**config.mk**
```make
export PLATFORM = sky130hd
export DESIGN_NAME = sort_sequencer
export DESIGN_NICKNAME = d
export VERILOG_FILES = /design/src/rtl/sort_sequencer.sv
export SDC_FILE = /design/constraint.sdc
export NUM_CORES = 1
export LEC_CHECK = 0
export ABC_AREA = 1
export BUFFER_PORTS_ARGS = -buffer_cell sky130_fd_sc_hd__buf_2
export CORE_UTILIZATION = 65
export CTS_BUF_LIST = sky130_fd_sc_hd__clkbuf_8
export DETAILED_ROUTE_END_ITERATION = 16
export GPL_ROUTABILITY_DRIVEN = 0
export MAX_ROUTING_LAYER = met4
export PLACE_DENSITY = 0.84
export SLEW_MARGIN = 20
export SYNTH_ARGS = -nofsm -noshare
export SYNTH_HDL_FRONTEND = slang
export SYNTH_SLANG_ARGS = --single-unit
```
**constraint.sdc**
```tcl
create_clock -name CLK -period 8.4 [get_ports CLK]
set_clock_uncertainty 0.15 [all_clocks]
set_input_delay 0.42 -clock CLK [delete_from_list [all_inputs] [get_ports CLK]]
set_output_delay 0.42 -clock CLK [all_outputs]
set_load 0.02 [all_outputs]
```
**src/rtl/sort_sequencer.sv**
```systemverilog
// Insertion-sort controller: holds up to N characters and orders them ascending,
// using an MSB-first bit-serial comparator for every decision.
module sort_sequencer #(
  parameter int N = 8,
  parameter int W = 8,
  localparam int AW = (N > 1) ? $clog2(N) : 1,
  localparam int CW = $clog2(N + 1)
) (
  input  logic          CLK,
  input  logic          RST,
  input  logic          Wr,
  input  logic [W-1:0]  Din,
  input  logic          St,
  input  logic          Clr,
  input  logic [AW-1:0] RdAddr,
  output logic [W-1:0]  Dout,
  output logic [CW-1:0] Cnt,
  output logic          Busy,
  output logic          Done,
  output logic          Swp
);
  localparam int NS = 1 << AW;
  localparam int BW = (W > 1) ? $clog2(W) : 1;

  typedef enum logic [2:0] {
    IDLE   = 3'd0,
    LOAD   = 3'd1,
    SHIFT  = 3'd2,
    DECIDE = 3'd3,
    DONE   = 3'd4
  } state_t;

  state_t          state_q, state_d;
  logic [CW-1:0]   cnt_q, cnt_d;
  logic [AW-1:0]   i_q, i_d, j_q, j_d, jm1_s;
  logic [W-1:0]    xc_q, xc_d, yc_q, yc_d;
  logic            gt_q, gt_d, lt_q, lt_d;
  logic [BW-1:0]   bit_q, bit_d;
  logic [W-1:0]    a_q [NS];
  logic [W-1:0]    a_d [NS];
  logic            busy_q, busy_d, done_q, done_d, swp_q, swp_d;
  logic            adv_s;

  assign jm1_s = j_q - AW'(1);

  // Next-state, datapath and output decode
  always_comb begin
    state_d = state_q;
    cnt_d   = cnt_q;
    i_d     = i_q;
    j_d     = j_q;
    xc_d    = xc_q;
    yc_d    = yc_q;
    gt_d    = gt_q;
    lt_d    = lt_q;
    bit_d   = bit_q;
    a_d     = a_q;
    adv_s   = 1'b0;
    case (state_q)
      IDLE: begin
        if (Clr) begin
          cnt_d = '0;
        end else if (Wr) begin
          if (cnt_q < CW'(N)) begin
            a_d[cnt_q[AW-1:0]] = Din;
            cnt_d = cnt_q + CW'(1);
          end else begin
            cnt_d = cnt_q;
          end
        end else if (St) begin
          if (cnt_q >= CW'(2)) begin
            i_d     = AW'(1);
            j_d     = AW'(1);
            state_d = LOAD;
          end else begin
            state_d = DONE;
          end
        end else begin
          state_d = IDLE;
        end
      end
      LOAD: begin
        xc_d    = a_q[jm1_s];
        yc_d    = a_q[j_q];
        gt_d    = 1'b0;
        lt_d    = 1'b0;
        bit_d   = '0;
        state_d = SHIFT;
      end
      SHIFT: begin
        // The first differing bit, seen MSB first, decides the ordering.
        if (!gt_q && !lt_q) begin
          gt_d = xc_q[W-1] & ~yc_q[W-1];
          lt_d = ~xc_q[W-1] & yc_q[W-1];
        end else begin
          gt_d = gt_q;
          lt_d = lt_q;
        end
        xc_d = xc_q << 1;
        yc_d = yc_q << 1;
        if (bit_q == BW'(W - 1)) begin
          state_d = DECIDE;
        end else begin
          bit_d = bit_q + BW'(1);
        end
      end
      DECIDE: begin
        if (gt_q) begin
          a_d[jm1_s] = a_q[j_q];
          a_d[j_q]   = a_q[jm1_s];
          if (j_q > AW'(1)) begin
            j_d     = jm1_s;
            state_d = LOAD;
          end else begin
            adv_s = 1'b1;
          end
        end else begin
          adv_s = 1'b1;
        end
        if (adv_s) begin
          if (CW'(i_q) + CW'(1) == cnt_q) begin
            state_d = DONE;
          end else begin
            i_d     = i_q + AW'(1);
            j_d     = i_q + AW'(1);
            state_d = LOAD;
          end
        end else begin
          i_d = i_q;
        end
      end
      DONE: begin
        if (Clr) begin
          cnt_d   = '0;
          state_d = IDLE;
        end else begin
          state_d = DONE;
        end
      end
      default: state_d = IDLE;
    endcase
    busy_d = (state_d == LOAD) || (state_d == SHIFT) || (state_d == DECIDE);
    // A start with fewer than two characters shows Done one cycle after entering DONE.
    done_d = (state_d == DONE) && (state_q != IDLE);
    swp_d  = (state_d == DECIDE) && gt_d;
  end

  // State, array and registered status flags
  always_ff @(posedge CLK or posedge RST) begin
    if (RST) begin
      state_q <= IDLE;
      cnt_q   <= '0;
      i_q     <= '0;
      j_q     <= '0;
      xc_q    <= '0;
      yc_q    <= '0;
      gt_q    <= 1'b0;
      lt_q    <= 1'b0;
      bit_q   <= '0;
      busy_q  <= 1'b0;
      done_q  <= 1'b0;
      swp_q   <= 1'b0;
      for (int k = 0; k < NS; k++) a_q[k] <= '0;
    end else begin
      state_q <= state_d;
      cnt_q   <= cnt_d;
      i_q     <= i_d;
      j_q     <= j_d;
      xc_q    <= xc_d;
      yc_q    <= yc_d;
      gt_q    <= gt_d;
      lt_q    <= lt_d;
      bit_q   <= bit_d;
      busy_q  <= busy_d;
      done_q  <= done_d;
      swp_q   <= swp_d;
      for (int k = 0; k < NS; k++) a_q[k] <= a_d[k];
    end
  end

  assign Dout = a_q[RdAddr];
  assign Cnt  = cnt_q;
  assign Busy = busy_q;
  assign Done = done_q;
  assign Swp  = swp_q;

endmodule

```
# Word-level counts from Yosys, hierarchy flattened
# Cells that the tools add are included.
[word_totals]
regBits = 101
elab_cells = 150
output_inout_bits = 15
[classes]
bitwise = 8
reduce_logical = 21
mux = 62
n_addsub = 5
order_cmp = 10
eq_ne = 24
[op_table]
columns = ["cell", "count"]
rows = [
  ["$mux W64", 4],
  ["$bwmux W64", 3],
  ["$pmux W64 S2", 1],
  ["$bmux W8 S3", 3],
  ["$demux W8 S3", 3],
  ["$mux W8", 9],
  ["$mux W3", 21],
  ["$pmux W8 S2", 2],
  ["$ne A2 B2 Y1 const B", 12],
  ["$pmux W3 S2", 3],
  ["$ge A4 B4 Y1 const B", 4],
  ["$mux W4", 4],
  ["$not A3 Y4", 4],
  ["$pmux W3 S5", 1],
  ["$eq A3 B2 Y1 const B", 4],
  ["$lt A4 B1 Y1 const B", 3],
  ["$reduce_and A5 Y1", 2],
  ["$eq A3 B3 Y1 const B", 3],
  ["$pmux W4 S2", 1],
  ["$reduce_and A7 Y1", 1],
  ["$add A3 B1 Y3 const B", 2],
  ["$eq A3 B1 Y1 const B", 2],
  ["$logic_and A1 B1 Y1", 6],
  ["$ne A3 B3 Y1 const B", 2],
  ["18 further kinds", 30],
]

# Depth between registers and ports, before layout
[depth]
word_depth = 10
ltp_mapped = 15

# Least setup slack after synthesis
# No wires, ideal clock.
[synth_path]
kind = "reg-to-reg"
start = "register j_q[1]"
end = "register a_q[32] (netlist name)"
path_slack_ns = 6.057
setup_ns = 0.077
required_ns = 8.173
stages_incl_launch_ff = 13
arrival_time_ns = 2.115
path_cell_list = "dfrtp_1 > inv_1 > buf_4 > buf_4 > ha_1 > inv_1 > clkbuf_1 > nand3_1 > nand3_1 > nand2_2 > nor2_2 > nor2_1 > a21oi_1"
[synth_via]
elab_chain_len = 10
[synth_rtl]
columns = ["item", "line_no", "text"]
rows = [
  ["from (decl)", "35", "logic [AW-1:0] i_q, i_d, j_q, j_d, jm1_s;"],
  ["from (signal assigned)", "168", "j_q <= j_d;"],
  ["$sub A3 B1 Y3", "44", "assign jm1_s = j_q - AW'(1);"],
  ["$not A3 Y4 (not written as such)", "109, 110", ""],
  ["$ge A4 B4 Y1 (not written as such) or $lt A4 B1 Y1 (tied branches)", "109", "a_d[jm1_s] = a_q[j_q];"],
  ["$logic_and A1 B1 Y1 (not written as such)", "109", ""],
  ["$mux W8 (not written as such)", "109", ""],
  ["$demux W8 S3", "109", ""],
  ["$bwmux W64", "109", ""],
  ["$bwmux W64 (*)", "110", "a_d[j_q] = a_q[jm1_s];"],
  ["$mux W64 (*)", "108", "if (gt_q) begin"],
  ["$pmux W64 S2 (*)", "59", "case (state_q)"],
  ["to (decl)", "39", "logic [W-1:0] a_q [NS];"],
]
# Every way passes the cells marked *; elsewhere a longest branch is shown, timed or not. The select of a mux whose other input is x is not followed.
# A chain may end at the register's enable or synchronous reset.

# Worst setup path after layout
[layout_path]
start = "register j_q[1]"
end = "register a_q[52] (netlist name)"
# Same word-level chain as after synthesis.

==> impl_metrics.ini <==
[finish]
layoutNonFillerInstCount = 1560
drive_above_1_share_pct = 7.91
areaGrowthSynthToFinish_pct = 3.07
regArea_sq_um = 2530
multi_input_area_sq_um = 5200
layout.nets = 1407
fillers = 1186

[logic_synthesis]
synthFlopType = dfrtp_1
synthCells = 1400
yosys_warnings = 0
synth_common_cells = 667 x nand2_1, 203 x nor2_1, 101 x dfrtp_1
syn-num-nets = 1422
ys_seq_area_share_pct = 30.5
synth_most_common_cell = nand2_1
synth_top_cell_by_area = dfrtp_1
synth_area_sq_um = 8280
async_flop_share_pct = 100
avgSynthCellArea_sq_um = 5.92
synth_area_leaders = dfrtp_1 31%, nand2_1 30%, nor2_1 9.2%, a21oi_1 4.2%, nor3_1 4.0%
ys_seq_elements = 101
synth_edf_count = 0
synth.top_cell.area_share_pct = 30.5
synth.distinct_cells = 38

[setup_path]
r2r_setup_slack_ps = 4350
cp_slowest_cell = ha_1
cp.required_ps = 8550
start_kind = register
worstPathArrival_ps = 4200
path_cells = inv_1, ha_1, inv_1, nand2_1, nand2_1, nand2_1, nand2_2, nand2_1, nand2_1, nand2_1, a21oi_1
r2r_start = j_q[1]$_DFFE_PP0P_
critPathCaptureType = register
r2r-end = a_q[52]$_DFFE_PP0P_
path_max_fanout = 23
critical_path_class = register to register
reg2reg_depth = 11
cp_num_buf_inv = 2
crit_path_frequent_cell = nand2_1
crit_family = buffers and inverters
cp_slowest_stage_delay_ps = 940

[pwr]
power_leakage_nw = 4.41
ir_drop_v = 0.000238
cellPowerDensity_nw_per_um2 = 403

[placement]
dp.final_hpwl_um = 18800
numPortBuffers = 30
place_inst = 1541

[floorplan]
fp.coreArea_sq_um = 12200
ios = 31
die_y_um = 115
die_area_sq_um = 13200
rows = 40
start_util_pct = 67.8
die_x_um = 115

[worst_hold_path]
min_to = Done$_DFF_PP0_
worstHoldPathCells = 2
min_from = Clr
min_path_type = input port to register

[sta]
setup_viol = 0
finalSetupTns_ps = 0
holdWs_ps = 87.9
period_minus_slack_ps = 4050
hold_viol_final = 0
max_freq_mhz = 247
max_slew_margin_pct = 26.8
tightest_slew_ps = 1100
period_share_pct = 48.2
rsz0062_at_grt = false
finalMaxSlewViolations = 0

[flow_run]
drv_cap = 0

[routing]
viasPerCell = 6.14
route.vias.total = 9577
ant_nets = 0
wl_per_cell_um = 18.4
first_pass_iters = 7
drt-initial-drc-count = 1628
drc = 0
wirelength_um = 28700

[global_routing]
grt_max_degree = 80
grt_use_total_pct = 46.4
grt_pass1_vias = 8197
antenna_found_initial = 2
grt-ovfl-total = 0
grt_pass1_wl_um = 44500

[clocking]
cts_sinks = 101
cts_setup_buffers = 0
cts_root_buf = clkbuf_8
worstSkewPairLatency_ps = 410
clockBufferDepth = 2
cts_tree = built
clkTransAtPathRegs_ps = 120
cts_inserted_buffers = 9
htreeDepth = 3

[status]
status = finished clean
## routing by layer
layer | global-route usage (%) | up-vias | wire length [um]
met5 | - | - | 0
met3 | 14.4 | 142 | 4480
met1 | 60.2 | 4302 | 10700
met2 | 63.5 | 722 | 11800
li1 | - | 4411 | -
met4 | 26.9 | 0 | 1830
## sequential cells by signal, indices dropped and copies added (netlist names), 3 cells and up
register  cells
a_q          64
i_q           3
j_q           3
bit_q         3
xc_q          8
state_q       3
yc_q          8
Cnt           4
## where the power goes
group | leakage, nW | switching, mW | internal (mW) | total (mW)
Combinational | 3.02 | 1.60 | 0.539 | 2.14
Sequential | 1.30 | 0.294 | 0.688 | 0.982
Clock | 0.0851 | 0.208 | 0.115 | 0.322
## layout by cell type, fill, tap and decap left out, types with 2 or more instances in the layout
cell / instances
inv_1: 45
nor3_4: 3
clkinv_8: 2
nor3_1: 67
o221ai_1: 10
buf_2: 30
dfrtp_1: 100
buf_4: 3
inv_2: 3
clkinvlp_4: 4
a22o_1: 2
nor2_1: 203
nor2_8: 6
o211ai_1: 5
nand3_1: 32
nand2_2: 34
a21oi_1: 69
nor2_2: 5
nor2_4: 2
nand2_1: 667
o21bai_1: 2
clkbuf_8: 9
nand4_1: 5
a31oi_1: 8
o22ai_1: 8
diode_2: 2
ha_1: 6
inv_4: 2
o21ai_0: 46
## how the worst max path moves through the flow
stage / startpoint / to / slack, ps / cells after the start
floorplan: RST / Busy$_DFF_PP0_ / 5180 / 1
global placement: j_q[1]$_DFFE_PP0P_ / a_q[39]$_DFFE_PP0P_ / 4640 / 9
detailed placement: j_q[1]$_DFFE_PP0P_ / a_q[20]$_DFFE_PP0P_ / 4580 / 11
CTS: j_q[1]$_DFFE_PP0P_ / a_q[20]$_DFFE_PP0P_ / 4540 / 11
global route: j_q[1]$_DFFE_PP0P_ / a_q[33]$_DFFE_PP0P_ / 4150 / 11
finish: j_q[1]$_DFFE_PP0P_ / a_q[52]$_DFFE_PP0P_ / 4350 / 11
## worst register-to-register path, delay by kind of cell, from the launching register on
family	cells	cell delay [ps]
AND/OR/NAND/NOR	7	830
buffers and inverters	2	1100
adder cells (fa/ha/maj)	1	950
AO/OA/AOI/OAI	1	70
flip-flops	1	830
## metrics by stage
step	power (mW)	instance area (sq um)	utilization, %	worst slack, ps
6_report	3.44	8540	69.9	4350
2_1_floorplan	2.40	8280	-	5180
3_3_place_gp	2.95	8310	68.1	4640
4_1_cts	3.31	8520	69.8	4540
5_1_grt	3.62	8540	69.9	4150
3_5_place_dp	2.99	8310	68.1	4580
## area by class of cell
cell class / count / area share (%)
diodes: 2 / 0.0586
clock buffers: 9 / 1.45
clock inverters: 7 / 0.865
inverters: 52 / 2.40
multi-input cells: 1186 / 60.9
flip-flops and latches: 101 / 29.6
well taps: 168 / 2.46
repair buffers: 35 / 2.27
## logic make-up (layout without fill, tap and decap cells)
logic type | count (synthesis) | after routing | synth area share (%)
AND/OR/NAND/NOR | 1027 | 1027 | 51.4
AO/OA/AOI/OAI | 152 | 152 | 10.3
buffers and inverters | 113 | 103 | 6.83
flip-flops | 101 | 101 | 30.5
adder cells (fa/ha/maj) | 6 | 6 | 0.906
XOR/XNOR | 1 | 1 | 0.106
other | 0 | 2 | 0
## repair_timing
action,CTS,global route
endpoints found under the hold margin,22,0
hold buffers,1,0
endpoints found under the setup margin,0,0
resized for setup,0,0
Power figures use the tool's default switching activity.
